$ cat src/rtl/boxcar_filter_mc.sv
// Time-multiplexed multi-channel boxcar average over a runtime power-of-two window.
// Latency CHANNELS+2 cycles from strobe to dout_valid (+DEPTH on window change); strobes while busy are dropped and flagged.
module boxcar_filter_mc #(
  parameter int WIDTH      = 12,
  parameter int CHANNELS   = 4,
  parameter int DEPTH_LOG2 = 4,
  parameter int LW         = $clog2(DEPTH_LOG2 + 1)
) (
  input  logic                      clk,
  input  logic                      rst_n,
  input  logic                      sample_stb,
  input  logic [CHANNELS*WIDTH-1:0] din,
  input  logic [LW-1:0]             len_log2,
  input  logic                      bypass,
  output logic [CHANNELS*WIDTH-1:0] dout,
  output logic                      dout_valid,
  output logic                      busy,
  output logic                      overrun
);

  localparam int DEPTH = 1 << DEPTH_LOG2;
  localparam int CW    = (CHANNELS > 1) ? $clog2(CHANNELS) : 1;
  localparam int AW    = WIDTH + DEPTH_LOG2;

  typedef enum logic [1:0] {IDLE, FLUSH, PROC, DONE} state_t;
  state_t state, state_n;

  logic [WIDTH-1:0]          hist [CHANNELS][DEPTH];
  logic [AW-1:0]             acc [CHANNELS];
  logic [AW-1:0]             shifted [CHANNELS];
  logic [DEPTH_LOG2-1:0]     wr_ptr, fl_addr, rd_addr;
  logic [DEPTH_LOG2:0]       win;
  logic [LW-1:0]             cur_len, new_len;
  logic [CHANNELS*WIDTH-1:0] din_q;
  logic                      bypass_q;
  logic [CW-1:0]             ch_idx;
  logic [WIDTH-1:0]          cur_din, old;
  logic                      last_ch;

  assign new_len = (len_log2 > LW'(DEPTH_LOG2)) ? LW'(DEPTH_LOG2) : len_log2;
  // At L = DEPTH the window wraps to wr_ptr itself; the register array returns the pre-write value.
  assign win     = (DEPTH_LOG2 + 1)'(1) << cur_len;
  assign rd_addr = wr_ptr - win[DEPTH_LOG2-1:0];
  assign cur_din = din_q[ch_idx*WIDTH +: WIDTH];
  assign old     = hist[ch_idx][rd_addr];
  assign last_ch = (ch_idx == CW'(CHANNELS - 1));
  assign busy    = (state != IDLE);

  always_comb begin
    for (int c = 0; c < CHANNELS; c++) shifted[c] = acc[c] >> cur_len;
  end

  always_ff @(posedge clk) begin
    if (!rst_n) state <= IDLE;
    else        state <= state_n;
  end

  always_comb begin
    state_n = state;
    case (state)
      IDLE:    if (sample_stb) state_n = (new_len != cur_len) ? FLUSH : PROC;
      FLUSH:   if (fl_addr == '1) state_n = PROC;
      PROC:    if (last_ch) state_n = DONE;
      DONE:    state_n = IDLE;
      default: state_n = IDLE;
    endcase
  end

  always_ff @(posedge clk) begin
    if (!rst_n) begin
      dout       <= '0;
      dout_valid <= 1'b0;
      overrun    <= 1'b0;
      wr_ptr     <= '0;
      fl_addr    <= '0;
      ch_idx     <= '0;
      cur_len    <= '0;
      din_q      <= '0;
      bypass_q   <= 1'b0;
      for (int c = 0; c < CHANNELS; c++) begin
        acc[c] <= '0;
        for (int d = 0; d < DEPTH; d++) hist[c][d] <= '0;
      end
    end else begin
      dout_valid <= 1'b0;
      if (sample_stb && state != IDLE) overrun <= 1'b1;
      case (state)
        IDLE: if (sample_stb) begin
          din_q    <= din;
          bypass_q <= bypass;
          cur_len  <= new_len;
          ch_idx   <= '0;
          fl_addr  <= '0;
        end
        FLUSH: begin
          for (int c = 0; c < CHANNELS; c++) hist[c][fl_addr] <= '0;
          if (fl_addr == '0) begin
            wr_ptr <= '0;
            for (int c = 0; c < CHANNELS; c++) acc[c] <= '0;
          end
          fl_addr <= fl_addr + DEPTH_LOG2'(1);
        end
        PROC: begin
          acc[ch_idx]          <= acc[ch_idx] + AW'(cur_din) - AW'(old);
          hist[ch_idx][wr_ptr] <= cur_din;
          if (last_ch) begin
            ch_idx <= '0;
            wr_ptr <= wr_ptr + DEPTH_LOG2'(1);
          end else begin
            ch_idx <= ch_idx + CW'(1);
          end
        end
        DONE: begin
          for (int c = 0; c < CHANNELS; c++)
            dout[c*WIDTH +: WIDTH] <= bypass_q ? din_q[c*WIDTH +: WIDTH] : shifted[c][WIDTH-1:0];
          dout_valid <= 1'b1;
        end
        default: ;
      endcase
    end
  end

endmodule

$ cat config.mk
export PLATFORM = sky130hd
export DESIGN_NAME = boxcar_filter_mc
export DESIGN_NICKNAME = d
export VERILOG_FILES = /design/src/rtl/boxcar_filter_mc.sv
export SDC_FILE = /design/constraint.sdc
export NUM_CORES = 2
export LEC_CHECK = 0
export ABC_CLOCK_PERIOD_IN_PS = 5000
export BUFFER_PORTS_ARGS = -buffer_cell sky130_fd_sc_hd__buf_2
export CORE_MARGIN = 8
export CORE_UTILIZATION = 40
export CTS_CLUSTER_DIAMETER = 50
export CTS_CLUSTER_SIZE = 20
export DETAILED_ROUTE_END_ITERATION = 10
export PLACE_DENSITY = 0.59
export SLEW_MARGIN = 20
export SYNTH_ARGS = -nofsm -noshare
export SYNTH_HDL_FRONTEND = slang
export SYNTH_SLANG_ARGS = --single-unit
$ cat constraint.sdc
create_clock -name clk -period 5 [get_ports clk]
set_input_delay 1.25 -clock clk [delete_from_list [all_inputs] [get_ports clk]]
set_output_delay 1.25 -clock clk [all_outputs]
set_load 0.05 [all_outputs]
# After elaboration in Yosys (flattened, before gate mapping)
# Memory sizes are Yosys's and may differ from the RTL's. A register that Yosys moved wholly into a read port is not among the register bits.
# Index checks and enable logic that the tools add are counted.
[classes]
bitwise_logic = 775
order_cmp = 6
multipliers = 1
n_addsub = 6
eq_ne = 10
muxes = 820
n_reduce_logical = 16
shifts = 6
[ops]
columns = ["op", "n"]
rows = [
  ["two-way mux 1 bit", 780],
  ["OR 1 bit", 772],
  ["two-way mux 192 bit", 4],
  ["OR reduction 192 bit", 1],
  ["demux 12 bit (select 4 bit)", 2],
  ["two-way mux 12 bit", 8],
  ["two-way mux 16 bit", 5],
  ["right shift 16 x 3 -> 12 bit", 4],
  ["binary-select mux 12 bit (select 4 bit)", 1],
  ["indexed part select 48 x 7 -> 12 bit", 1],
  ["two-way mux 2 bit", 12],
  ["adder 16 x 12 -> 16 bit", 1],
  ["one-hot mux 4 bit (2 select lines)", 2],
  ["OR reduction 16 bit", 1],
  ["subtractor 16 x 12 -> 16 bit", 1],
  [">= comparator 5 bit, second input constant", 3],
  ["inverter 4 -> 5 bit", 3],
  ["two-way mux 4 bit", 3],
  ["less-than comparator 5 x 1 -> 1 bit, second input constant", 2],
  ["adder 4 x 1 -> 4 bit, second input constant", 2],
  ["inequality test 2 bit, second input constant", 4],
  ["one-hot mux 2 bit (4 select lines)", 1],
  ["nonzero test 2 bit", 4],
  ["equality test 2 bit, second input constant", 3],
  ["15 further kinds", 20],
]
[word_totals]
word_cells = 1652
ram_bits = 832
mem_count = 2
ff_bits = 114
inputBits = 55
out_inout_bits = 51
[mem_list]
columns = ["name", "depth", "word_bits", "rd", "rd_ports_with_merged_regs", "wr", "line_no", "rtl"]
rows = [
  ["hist", 4, 192, 1, 1, 4, "28", "logic [WIDTH-1:0] hist [CHANNELS][DEPTH];"],
  ["acc", 4, 16, 5, 1, 4, "29", "logic [AW-1:0] acc [CHANNELS];"],
]

# Logic depth before layout (Yosys ltp)
[depth]
word_depth = 8
mapped_depth = 25
depth_no_buf = 20

# Least setup slack after synthesis
# Ideal clock, no wire load.
[synth_path]
kind = "register -> register"
startpoint = "reg cur_len[0]"
endpoint = "mem acc[0][14] in the netlist's numbering (data pin)"
path_stages_with_launch = 25
synth_period_minus_slack_ns = 5.349
n_path_buf = 6
setup_time_ns = 0.267
t_arrival_ns = 5.081
setup_slack_ns = -0.349
t_required_ns = 4.733
cell_sequence = "dfxtp_1 buf_4 buf_6 buf_2 buf_2 nor3_1 ha_1 inv_1 fa_1 nand2b_1 clkbuf_1 clkbuf_1 o22ai_1 nor2_1 o22a_1 o221ai_1 fa_1 inv_1 fa_1 nor2b_1 o31ai_1 a211oi_1 a21oi_1 mux2i_1 a21oi_1"
[synth_rtl]
columns = ["element", "line_no", "rtl"]
rows = [
  ["from (decl)", "33", "logic [LW-1:0] cur_len, new_len;"],
  ["from (signal assigned)", "91", "cur_len <= new_len;"],
  ["to (decl)", "29", ""],
]

==> flow_summary.ini <==
[run_status]
status = completed

[yosys]
yosysMostFrequentCell = nor2_1
synth-compound-area-share = 0.0546
synthArstFlopShare = 0
synthMuxAreaShare = 0.151
synth_top_family_by_area = multiplexers
ys_seq_area_frac = 0.617
synth_xor_area_frac = 0.00316
synthTopCellsByArea = edfxtp_1 56%, mux4_2 13%, nor2_1 7.8%
synth_top_cell_area_share = 0.564
syn_inst = 3441
synth-seq-cells = 948
yosysWarnings = 0
synth_commonest_cells = 917 x nor2_1, 832 x edfxtp_1, 315 x nand2_1, 256 x mux4_2, 182 x clkbuf_1
yosys.area_share.adder = 0.0158
synthSimpleGateAreaFrac = 0.123
synth_top_cell_by_area = edfxtp_1
ys.flop_type = edfxtp_1
synth.avg_cell_area_um2 = 12.9
synth_area_mm2 = 0.0443
synth-edff-count = 832
synth_fp_nets = 3544
ys_types = 55

[routing]
viasPerCell = 5.60
ant_nets = 0
drt_iter0_markers = 2912
wirelength_um = 125000
vias = 28400
drc = 0
wl_per_cell_um = 24.6
first_pass_iters = 7

[worst_setup_path]
cp_data_arrival_time_ns = 5.30
path_class = reg2reg
start_kind = register
cp-end-kind = register
worstPathRequired_ns = 5.42
crit_path_max_fanout = 8

[layout]
drive_above_1_share = 0.227
fin_cells = 5068
synthToLayoutAreaGrowth_pct = 14.6
final_util = 0.461
final_nets = 3596
n_antenna_cell = 0

[sta]
tns_ns = 0
hold_ws_ns = 0.481
finalCriticalPeriod_ns = 4.88
fin_skew_ns = 0.0197
tightest_slew_ns = 1.05
setup_violations = 0
hold_viol_final = 0
finalCritPeriodShare = 0.977
drv_slew = 0
max_freq_mhz = 205
grt_setup_unrepaired = yes
slew_headroom = 0.299

[clock_network]
clockBufferDepth = 3
cts_max_level = 3
cts-buffers-inserted = 99
cts.sinks = 948
clk_latency_ns = 0.69
postCtsHoldBufs = 0
clk_pin_slew_ns = 0.06
tritoncts = built
root_buffer = clkbuf_16

[global_route]
grt_first_pass_wirelength_um = 185000
overflow = 0
antenna_found_initial = 1
grt_pass1_vias = 28100
grt_max_degree = 92
gr-usage-all-layers = 0.201

[placement]
gp_congestion = 0.875
hpwlAfterDp_um = 81500
portBuffers = 105
dp_cells = 4871

[power_and_ir_drop]
power_frac_seq = 0.348
pwr-share-clk = 0.283
switchingPower_mw = 10.1
p_leak_nw = 17.2
p_per_area_mw_per_mm2 = 547
p_comb_frac = 0.369
p_total_mw = 27.8
intPower_mw = 17.6
switching_share = 0.364
ir_drop_uv = 449

[floorplanning]
io_pins = 106
die_y_um = 349
initial_utilization = 0.402
placementRows = 122
die_width_um = 349
dieArea_mm2 = 0.122
coreArea_mm2 = 0.110

[min_path]
min_path_type = reg2reg

[job]
drv_cap = 0
==> kinds of logic after synthesis <==
kind of cell	count (synthesis)
adders and majority gates	48
xor gates and xnor gates	16
and+or+nand+nor	1358
buffers and inverters	350
AOI/OAI and AO/OA	373
DFF	948
muxes	348
==> power by group through the flow <==
stage,sequential [mW],combinational (mW),clock (mW)
after global placement,9.82,9.46,0
after detailed placement,9.84,9.51,0
after global routing,9.73,11.0,8.26
after floorplan,9.68,5.76,0
after CTS,9.66,9.67,7.97
final,9.67,10.2,7.84
==> state kept, by name, summed over array words and instances, names as in the netlist, 2 cells and up, named ones only <==
register and flops:
acc 64, ch_idx 2, cur_len 3, din_q 48
dout 48, fl_addr 4, hist 768, state 2
wr_ptr 4
==> cell type report <==
class	instances	area, um^2
fill	9838	59400
sequential	948	27300
multi-input combinational	2144	16000
clock buffer	105	2520
timing repair buffer	264	1960
tap	1488	1860
clock inverter	83	1000
inverter	36	135
==> per-stage QoR <==
step / cell area (um^2) / setup slack [ns]
2_1_floorplan: 44400 / 0.00579
3_3_place_gp: 46700 / -0.216
3_5_place_dp: 46700 / -0.268
4_1_cts: 50400 / 0.0272
5_1_grt: 50800 / -0.0719
6_report: 50800 / 0.117
==> final timing paths <==
| check | from | to | slack, ns | depth (start not counted) |
|---|---|---|---|---|
| setup / recovery | cur_len[0] | acc[2][14] | 0.12 | 20 |
| hold / removal | dout[24] | dout[24] | 0.48 | 2 |
| setup reg to reg | cur_len[0] | acc[2][14] | 0.12 | 20 |
| hold reg to reg | dout[24] | dout[24] | 0.48 | 2 |
==> critical path: stages, from the launching register on <==
cell	delay [ns]
dfxtp_4	0.36
nor3_4	0.18
ha_2	0.21
inv_2	0.04
fa_2	0.68
nand2b_4	0.19
buf_12	0.13
buf_6	0.14
o22ai_1	0.13
nor2_2	0.21
o22a_1	0.28
o221ai_2	0.14
fa_1	0.52
ha_4	0.30
o21a_1	0.16
o31ai_4	0.09
a211oi_2	0.30
buf_4	0.17
a21oi_2	0.05
mux2i_2	0.24
a21oi_1	0.10
==> cells in the final DEF (no fill, tap or decap), types with 70 or more instances in the layout <==
cell / count
dfxtp_1: 110
mux2i_1: 79
nand2_1: 314
a21oi_1: 70
nor2_1: 907
edfxtp_1: 832
clkbuf_16: 102
mux4_2: 256
buf_2: 104
buf_4: 138
==> layer usage <==
metal | track usage | wire, um
met5 | 0 | 13
met4 | 0.0690 | 4100
met3 | 0.0337 | 9840
met2 | 0.320 | 58500
met1 | 0.280 | 52500
==> timing repair <==
item                                    4_1_cts  5_1_grt
setup buffers                                 0        6
gates cloned                                  0        3
pin swaps                                     3       37
gates resized for setup                      33       63
endpoints found under the setup margin       40       40
Power figures use the tool's default switching activity.
